==> config.mk <==
export PLATFORM = sky130hd
export DESIGN_NAME = seg7_scan_driver
export DESIGN_NICKNAME = d
export VERILOG_FILES = /design/src/rtl/seg7_pkg.sv /design/src/rtl/seg7_scan_timer.sv /design/src/rtl/seg7_scan_driver.sv
export SDC_FILE = /design/constraint.sdc
export NUM_CORES = 1
export LEC_CHECK = 0
export BUFFER_PORTS_ARGS = -buffer_cell sky130_fd_sc_hd__buf_2
export CORE_AREA = 2 2 96 98
export DETAILED_ROUTE_END_ITERATION = 7
export DIE_AREA = 0 0 98 100
export HOLD_SLACK_MARGIN = 0.02
export PLACE_DENSITY = 0.44
export SLEW_MARGIN = 10
export SYNTH_ARGS = -nofsm -noshare
export SYNTH_HDL_FRONTEND = slang
export SYNTH_SLANG_ARGS = --single-unit
==> constraint.sdc <==
create_clock -name clk -period 2.7 [get_ports clk]
set_clock_uncertainty 0.05 [all_clocks]
set_input_delay 0.135 -clock clk [delete_from_list [all_inputs] [get_ports clk]]
set_output_delay 0.135 -clock clk [all_outputs]
set_load 0.02 [all_outputs]
==> src/rtl/seg7_pkg.sv <==
// Shared 7-segment types and the hex glyph table used by the display blocks.
package seg7_pkg;

  typedef logic [0:6] seg7_t;  // seg[0] = a ... seg[6] = g

  localparam seg7_t SEG_OFF = 7'b0000000;

  localparam seg7_t HEX_TO_SEG [16] = '{
    7'b1111110, 7'b0110000, 7'b1101101, 7'b1111001,
    7'b0110011, 7'b1011011, 7'b1011111, 7'b1110000,
    7'b1111111, 7'b1111011, 7'b1110111, 7'b0011111,
    7'b1001110, 7'b0111101, 7'b1001111, 7'b1000111
  };

  function automatic seg7_t hex_to_seg(input logic [3:0] nib);
    return HEX_TO_SEG[nib];
  endfunction

  // Width of a digit index; a single-digit display still gets a 1-bit index.
  function automatic int unsigned idx_width(input int unsigned n);
    return (n > 1) ? $clog2(n) : 1;
  endfunction

endpackage

==> src/rtl/seg7_scan_timer.sv <==
// Slot prescaler and digit counter for the multiplexed display scan.
module seg7_scan_timer
  import seg7_pkg::*;
#(
  parameter int unsigned NUM_DIGITS   = 4,
  parameter int unsigned SCAN_DIV     = 50000,
  parameter int unsigned BLANK_CYCLES = 2,
  localparam int unsigned DIGIT_W     = idx_width(NUM_DIGITS)
) (
  input  logic               clk,
  input  logic               reset,
  output logic               slot_tick,
  output logic               in_blank,
  output logic [DIGIT_W-1:0] digit_idx
);

  localparam int unsigned CntW = $clog2(SCAN_DIV);

  logic [CntW-1:0]    cnt_q, cnt_d;
  logic [DIGIT_W-1:0] digit_q, digit_d;

  assign slot_tick = (cnt_q == CntW'(SCAN_DIV - 1));
  assign in_blank  = (32'(cnt_q) < BLANK_CYCLES);
  assign digit_idx = digit_q;

  always_comb begin
    cnt_d   = cnt_q + 1'b1;
    digit_d = digit_q;
    if (slot_tick) begin
      cnt_d   = '0;
      digit_d = (digit_q == DIGIT_W'(NUM_DIGITS - 1)) ? '0 : digit_q + 1'b1;
    end
  end

  always_ff @(posedge clk) begin
    if (reset) begin
      cnt_q   <= '0;
      digit_q <= '0;
    end else begin
      cnt_q   <= cnt_d;
      digit_q <= digit_d;
    end
  end

endmodule

==> src/rtl/seg7_scan_driver.sv <==
// Time-multiplexed N-digit hex 7-segment driver with inter-digit blanking.
// Define SEG7_LZ_SUPPRESS_EN to darken leading zeros (digit 0 always lit).
module seg7_scan_driver
  import seg7_pkg::*;
#(
  parameter int unsigned NUM_DIGITS   = 4,
  parameter int unsigned SCAN_DIV     = 50000,
  parameter int unsigned BLANK_CYCLES = 2,
  parameter bit          SEG_ACT_LOW  = 1'b0,
  parameter bit          AN_ACT_LOW   = 1'b0,
  localparam int unsigned DIGIT_W     = idx_width(NUM_DIGITS)
) (
  input  logic                    clk,
  input  logic                    reset,
  input  logic                    load,
  input  logic [4*NUM_DIGITS-1:0] value,
  input  logic [NUM_DIGITS-1:0]   blank_mask,
  output seg7_t                   seg,
  output logic [NUM_DIGITS-1:0]   an,
  output logic [DIGIT_W-1:0]      digit_idx
);

  logic [4*NUM_DIGITS-1:0] value_q;
  logic [NUM_DIGITS-1:0]   mask_q;
  logic [NUM_DIGITS-1:0]   dark;
  logic [NUM_DIGITS-1:0]   an_q, an_d;
  seg7_t                   seg_q, seg_d;
  logic [3:0]              nib;
  logic                    dark_sel;
  logic                    in_blank;
  // Slot boundaries are already implied by in_blank; the tick is for other consumers.
  logic                    unused_slot_tick;

  seg7_scan_timer #(
    .NUM_DIGITS  (NUM_DIGITS),
    .SCAN_DIV    (SCAN_DIV),
    .BLANK_CYCLES(BLANK_CYCLES)
  ) u_timer (
    .clk      (clk),
    .reset    (reset),
    .slot_tick(unused_slot_tick),
    .in_blank (in_blank),
    .digit_idx(digit_idx)
  );

  always_ff @(posedge clk) begin
    if (reset) begin
      value_q <= '0;
      mask_q  <= '1;
    end else if (load) begin
      value_q <= value;
      mask_q  <= blank_mask;
    end
  end

`ifdef SEG7_LZ_SUPPRESS_EN
  logic [NUM_DIGITS-1:0] lz;

  // Walk down from the top nibble; a digit is a leading zero while everything above is zero.
  always_comb begin
    logic upper_zero;
    upper_zero = 1'b1;
    lz         = '0;
    for (int i = int'(NUM_DIGITS) - 1; i >= 0; i--) begin
      upper_zero = upper_zero & (value_q[4*i +: 4] == 4'h0);
      lz[i]      = upper_zero & (i > 0);
    end
  end

  assign dark = mask_q | lz;
`else
  assign dark = mask_q;
`endif

  always_comb begin
    nib      = 4'h0;
    dark_sel = 1'b0;
    an_d     = '0;
    seg_d    = SEG_OFF;
    for (int unsigned i = 0; i < NUM_DIGITS; i++) begin
      if (digit_idx == DIGIT_W'(i)) begin
        nib      = value_q[4*i +: 4];
        dark_sel = dark[i];
        an_d[i]  = 1'b1;
      end
    end
    if (in_blank) begin
      an_d = '0;
    end else if (!dark_sel) begin
      seg_d = hex_to_seg(nib);
    end
  end

  always_ff @(posedge clk) begin
    if (reset) begin
      seg_q <= SEG_OFF;
      an_q  <= '0;
    end else begin
      seg_q <= seg_d;
      an_q  <= an_d;
    end
  end

  assign seg = SEG_ACT_LOW ? ~seg_q : seg_q;
  assign an  = AN_ACT_LOW ? ~an_q : an_q;

endmodule

=== Word level (Yosys, flattened, before mapping) ===
Memories as Yosys holds them, arrays and structs flattened. A register that Yosys moved wholly into a read port is not among the register bits.
Cells that the tools add are included.

* Bits in registers: 42
* Bits in read-only memories: 112
* Output and inout port bits: 13
* Word-level logic and storage cells: 31
* Memories kept: 1

{| class="wikitable"
|+ Memory list
! memory !! words !! bits a word !! read ports !! clocked after memory_dff !! write ports !! line !! RTL
|-
| (name not given) || 16 || 7 || 1 || 1 || 0 || seg7_pkg.sv:16 || <nowiki>return HEX_TO_SEG[nib];</nowiki>
|}

* Add/subtract/negate cells: 2
* Order comparisons: 1
* Eq/ne operators: 4
* Muxes and demuxes: 13
* Bitwise operators: 1
* Reductions and logical operators: 4

{| class="wikitable"
|+ Operators by type and width
! kind !! number
|-
| adder 16 x 1 -> 16 bit (second input constant) || 1
|-
| equality test 16 bit (second input constant) || 1
|-
| less-than comparator 16 x 2 -> 1 bit (second input constant) || 1
|-
| 2-to-1 mux 4 bit || 4
|-
| 2-to-1 mux 1 bit || 8
|-
| inverter 4 -> 5 bit || 1
|-
| equality test 2 bit (second input constant) || 2
|-
| OR reduction 2 bit || 2
|-
| OR reduction 3 bit || 1
|-
| adder 2 x 1 -> 2 bit (second input constant) || 1
|-
| equality test 2 x 1 -> 1 bit (second input constant) || 1
|-
| logical NOT 2 bit || 1
|-
| 2-to-1 mux 2 bit || 1
|}

=== Depth between registers and ports, before layout ===
* Word-level depth: 6
* Gate-level depth with buffers: 11
* Gate-level depth less buffers: 10

=== Modules after synthesis ===
From an unflattened synthesis, not the netlist that was laid out.

* Cell total of the unflattened synthesis: 233
* Area, all modules: 2349.8 µm²

{| class="wikitable"
|+ Modules (own cells, without submodules)
! module !! times used !! cells an instance !! area each (µm²)
|-
| seg7_scan_driver || 1 || 139 || 1515.2
|-
| seg7_scan_timer || 1 || 94 || 834.6
|}

=== Worst setup path after synthesis ===
No wires, ideal clock.

* Kind: flip-flop to flip-flop
* Start point: reg u_timer.digit_q[0] (netlist: u_timer.digit_idx[0])
* End point: reg seg_q[3] (netlist: seg[3])
* Arrival: 2.404 ns
* Data required time: 2.584 ns
* Path slack: 0.181 ns
* Stages on the path, launching flop included: 12
* Buffers on the path: 1
* Period minus slack after synthesis: 2.519 ns
* Cell sequence: dfxtp_1 -> inv_1 -> ha_1 -> buf_2 -> a21oi_1 -> o21ai_0 -> a22oi_1 -> inv_1 -> ha_1 -> mux2_2 -> mux2_2 -> nor2_1

* Cells in the longest elaborated chain, start to end: 6
* Elaborated cells between the ends (all ways): 14
* Classes of those cells: eq/ne: 3; mux: 8; bitwise: 1; reduce/logical: 2

{| class="wikitable"
|+ RTL lines
! item !! line !! RTL
|-
| start, declared || seg7_scan_timer.sv:20 || <nowiki>logic [DIGIT_W-1:0] digit_q, digit_d;</nowiki>
|-
| start signal, assigned || seg7_scan_timer.sv:41 || <nowiki>digit_q <= digit_d;</nowiki>
|-
| logical NOT 2 bit || seg7_scan_driver.sv:81 || <nowiki>if (digit_idx == DIGIT_W'(i)) begin</nowiki>
|-
| 2-to-1 mux 1 bit or 2-to-1 mux 4 bit (tied branches) (4 in a row) || seg7_scan_driver.sv:81 ||
|-
| OR reduction 3 bit (no line) or inverter 4 -> 5 bit (tied branches) || - ||
|-
| end, declared || seg7_scan_driver.sv:27 || <nowiki>seg7_t seg_q, seg_d;</nowiki>
|}

Parallel ways exist; a longest one is shown, timed or not.
A chain may end at the register's enable or synchronous reset.

=== Worst setup path after layout ===
Same ends and word-level chain as after synthesis.

==> results.sh <==
export IMPL_status="finished, final reports clean"
export IMPL_wl_per_cell_um=12.6
export IMPL_root_buffer="clkbuf_8"
export IMPL_initial_utilization=0.259
export IMPL_worstReg2RegStart="u_timer.digit_idx[0]"
export IMPL_fin_crit_sh=0.907
export IMPL_n_antenna_cell=0
export IMPL_hp_start="value[1]"
export IMPL_synth_cell_types=43
export IMPL_antenna_found_initial=0
export IMPL_core_um2=8890
export IMPL_design_area_um2=2800
export IMPL_synth_top_cell_area_share=0.425
export IMPL_fmax_mhz=408
export IMPL_synth_avg_cell_area_um2=9.41
export IMPL_htree_num_levels=2
export IMPL_synth_area_leaders="dfxtp_1 (43%), mux2i_1 (8.2%), nor2_1 (7.3%)"
export IMPL_r2r_slack_ns=0.25
export IMPL_whs_endpoint="value_q[1]"
export IMPL_fillers=982
export IMPL_drt_pass1_iterations=4
export IMPL_cp_max_fo=11
export IMPL_slowest_delay_ns=0.44
export IMPL_syn2layout_area_growth_pct=21.3
export IMPL_final_antenna_net_count=0
export IMPL_layout_setup_ws_ns=0.251
export IMPL_dpl_cell_area_um2=2590
export IMPL_critPathSlowestCell="dfxtp_1"
export IMPL_peakVddDrop_mv=0.190
export IMPL_crit_arrival_ns=2.64
export IMPL_clockBufferDepth=2
export IMPL_grt_remaining_overflow=0
export IMPL_cts_hold_fix_buffers=9
export IMPL_rsz0062_at_grt="no"
export IMPL_place_gp_congestion=0.755
export IMPL_cts_sinks=49
export IMPL_grt_usage=0.108
export IMPL_startpoint_type="register"
export IMPL_crit_chain="inv_1, ha_1, a21oi_1, o21ai_0, a22oi_1, inv_1, ha_1, mux2_2, mux2_2, nor2_1"
export IMPL_hold_path_class="input port to register"
export IMPL_yosys_warnings=0
export IMPL_min_path_cells=3
export IMPL_power_total_w=0.00146
export IMPL_first_global_vias=1708
export IMPL_crit_type="register to register"
export IMPL_place_ws_ns=0.225
export IMPL_synth_top_area_cell="dfxtp_1"
export IMPL_synth_fp_nets=280
export IMPL_reg2regPathDepth=10
export IMPL_grt_pass1_wl_um=8460
export IMPL_slew_headroom=0.583
export IMPL_final_core_util=0.315
export IMPL_post_cts_setup_buffers=0
export IMPL_portBuffers=35
export IMPL_clkTransAtPathRegs_ns=0.09
export IMPL_grt_max_degree=26
export IMPL_layout_min_cycle_time_ns=2.45
export IMPL_r2r_end="seg[3]"
export IMPL_worst_setup_path_end_kind="register"
export IMPL_multi_input_area_um2=1220
export IMPL_ctsResizeCount=0
export IMPL_cts_tree="yes"
export IMPL_dieHeight_um=100
export IMPL_synth_most_common_cell="dfxtp_1"
export IMPL_cts_made_buffers=5
export IMPL_clock_latency_ns=0.30
export IMPL_cap_viol_max_count=0
export IMPL_drc_errors=0
export IMPL_synthArstFlopShare=0
export IMPL_via_per_inst=4.39
export IMPL_synth_edf_count=0
export IMPL_ys_flop_type="dfxtp_1"
export IMPL_ys_ff_latch=49
export IMPL_worst_pin_slew_ns=0.625
export IMPL_routed_wl_um=5050
export IMPL_die_area_um2=9800
export IMPL_drive_gt1_frac=0.204
export IMPL_p_leak_nw=1.21
export IMPL_dp_hpwl_um=3640
export IMPL_num_vias=1755
export IMPL_cp_required_ns=2.89
export IMPL_synthCells=245
export IMPL_drt_iter0_drc=39
export IMPL_powerDensity_nw_per_um2=520
export IMPL_tns_ns=0
export IMPL_synth_area_um2=2310
export IMPL_yosysSeqAreaShare=0.425
export IMPL_synthTopCellsByCount="dfxtp_1 (49), nor2_1 (45), mux2i_1 (19)"
export IMPL_slew_viol_final=0
export IMPL_die_width_um=98
export IMPL_boundaryPins=36
export IMPL_nNetsFinal=323
export IMPL_regArea_um2=981
export IMPL_finalSetupViolCount=0
export IMPL_hold_viol=0
export IMPL_placementRows=35
cell usage in the layout, fill, tap and decap left out, types with 7 or more instances in the layout:
cell type      count
ha_1              12
mux2i_1           19
buf_2             35
xnor2_1            7
inv_1             11
nor2_1            45
dlygate4sd3_1      9
dfxtp_1           49
nand2_1           10
xor2_1             8
cells by family (layout without fill, tap and decap cells):
logic type | Yosys count | in the layout | share of synthesized area
DFF | 49 | 49 | 0.425
and+or+nand+nor | 94 | 94 | 0.211
AOI/OAI and AO/OA | 28 | 28 | 0.0928
muxes | 23 | 23 | 0.102
adders and majority gates | 12 | 12 | 0.0651
buffers and inverters | 24 | 68 | 0.0472
xor gates and xnor gates | 15 | 15 | 0.0570
area by class of cell:
cell class / instances / share of cell area
repair buffers: 49 / 0.108
well taps: 111 / 0.0497
flip-flops and latches: 49 / 0.351
clock buffers: 7 / 0.0309
clock inverters: 1 / 0.0107
inverters: 11 / 0.0148
multi-input cells: 172 / 0.435
worst max-delay path: cells and delay by family (launching register included):
kind,cells,cell delay (ns)
AOI/OAI and AO/OA,3,0.47
adders and majority gates,2,0.57
buffers and inverters,2,0.24
DFF,1,0.44
muxes,2,0.53
and+or+nand+nor,1,0.09
sequential cells by signal, indices dropped and copies added (netlist names):
register and count:
u_timer.digit_idx 2, value_q 16, seg 7, an 4, dark 4, u_timer.cnt_q 16
worst max path at each step:
| stage | slack (ns) | cells after the start | endpoint | startpoint |
|---|---|---|---|---|
| 2_1_floorplan | 0.18 | 11 | seg[3] | u_timer.digit_idx[0] |
| 3_5_place_dp | 0.23 | 10 | seg[3] | u_timer.digit_idx[0] |
| 3_3_place_gp | 0.26 | 10 | seg[5] | u_timer.digit_idx[0] |
| 5_1_grt | 0.02 | 10 | seg[5] | u_timer.digit_idx[0] |
| 4_1_cts | 0.18 | 10 | seg[3] | u_timer.digit_idx[0] |
| 6_report | 0.25 | 10 | seg[3] | u_timer.digit_idx[0] |
power by group:
group / leakage [nW] / total [W] / switching (W) / internal [W]
Clock: 0.0585 / 0.000543 / 0.000241 / 0.000302
Combinational: 0.749 / 0.000147 / 0.0000754 / 0.0000717
Sequential: 0.400 / 0.000765 / 0.0000162 / 0.000749
Total: 1.21 / 0.00146 / 0.000333 / 0.00112
stage by stage:
step | instances | hold WS [ns]
after floorplan | 245 | 0.207
after global placement | 383 | 0.297
after detailed placement | 383 | 0.302
after CTS | 400 | 0.0219
after global routing | 400 | 0.0406
final | 400 | 0.0268
layer usage:
metal / vias to the layer above / global-route usage / wire length [µm]
met2: 28 / 0.177 / 2270
met4: 0 / 0.0353 / 68
met1: 800 / 0.136 / 2450
met3: 7 / 0.0327 / 265
li1: 920 / - / -
met5: - / 0 / 0
Power figures use the tool's default switching activity.
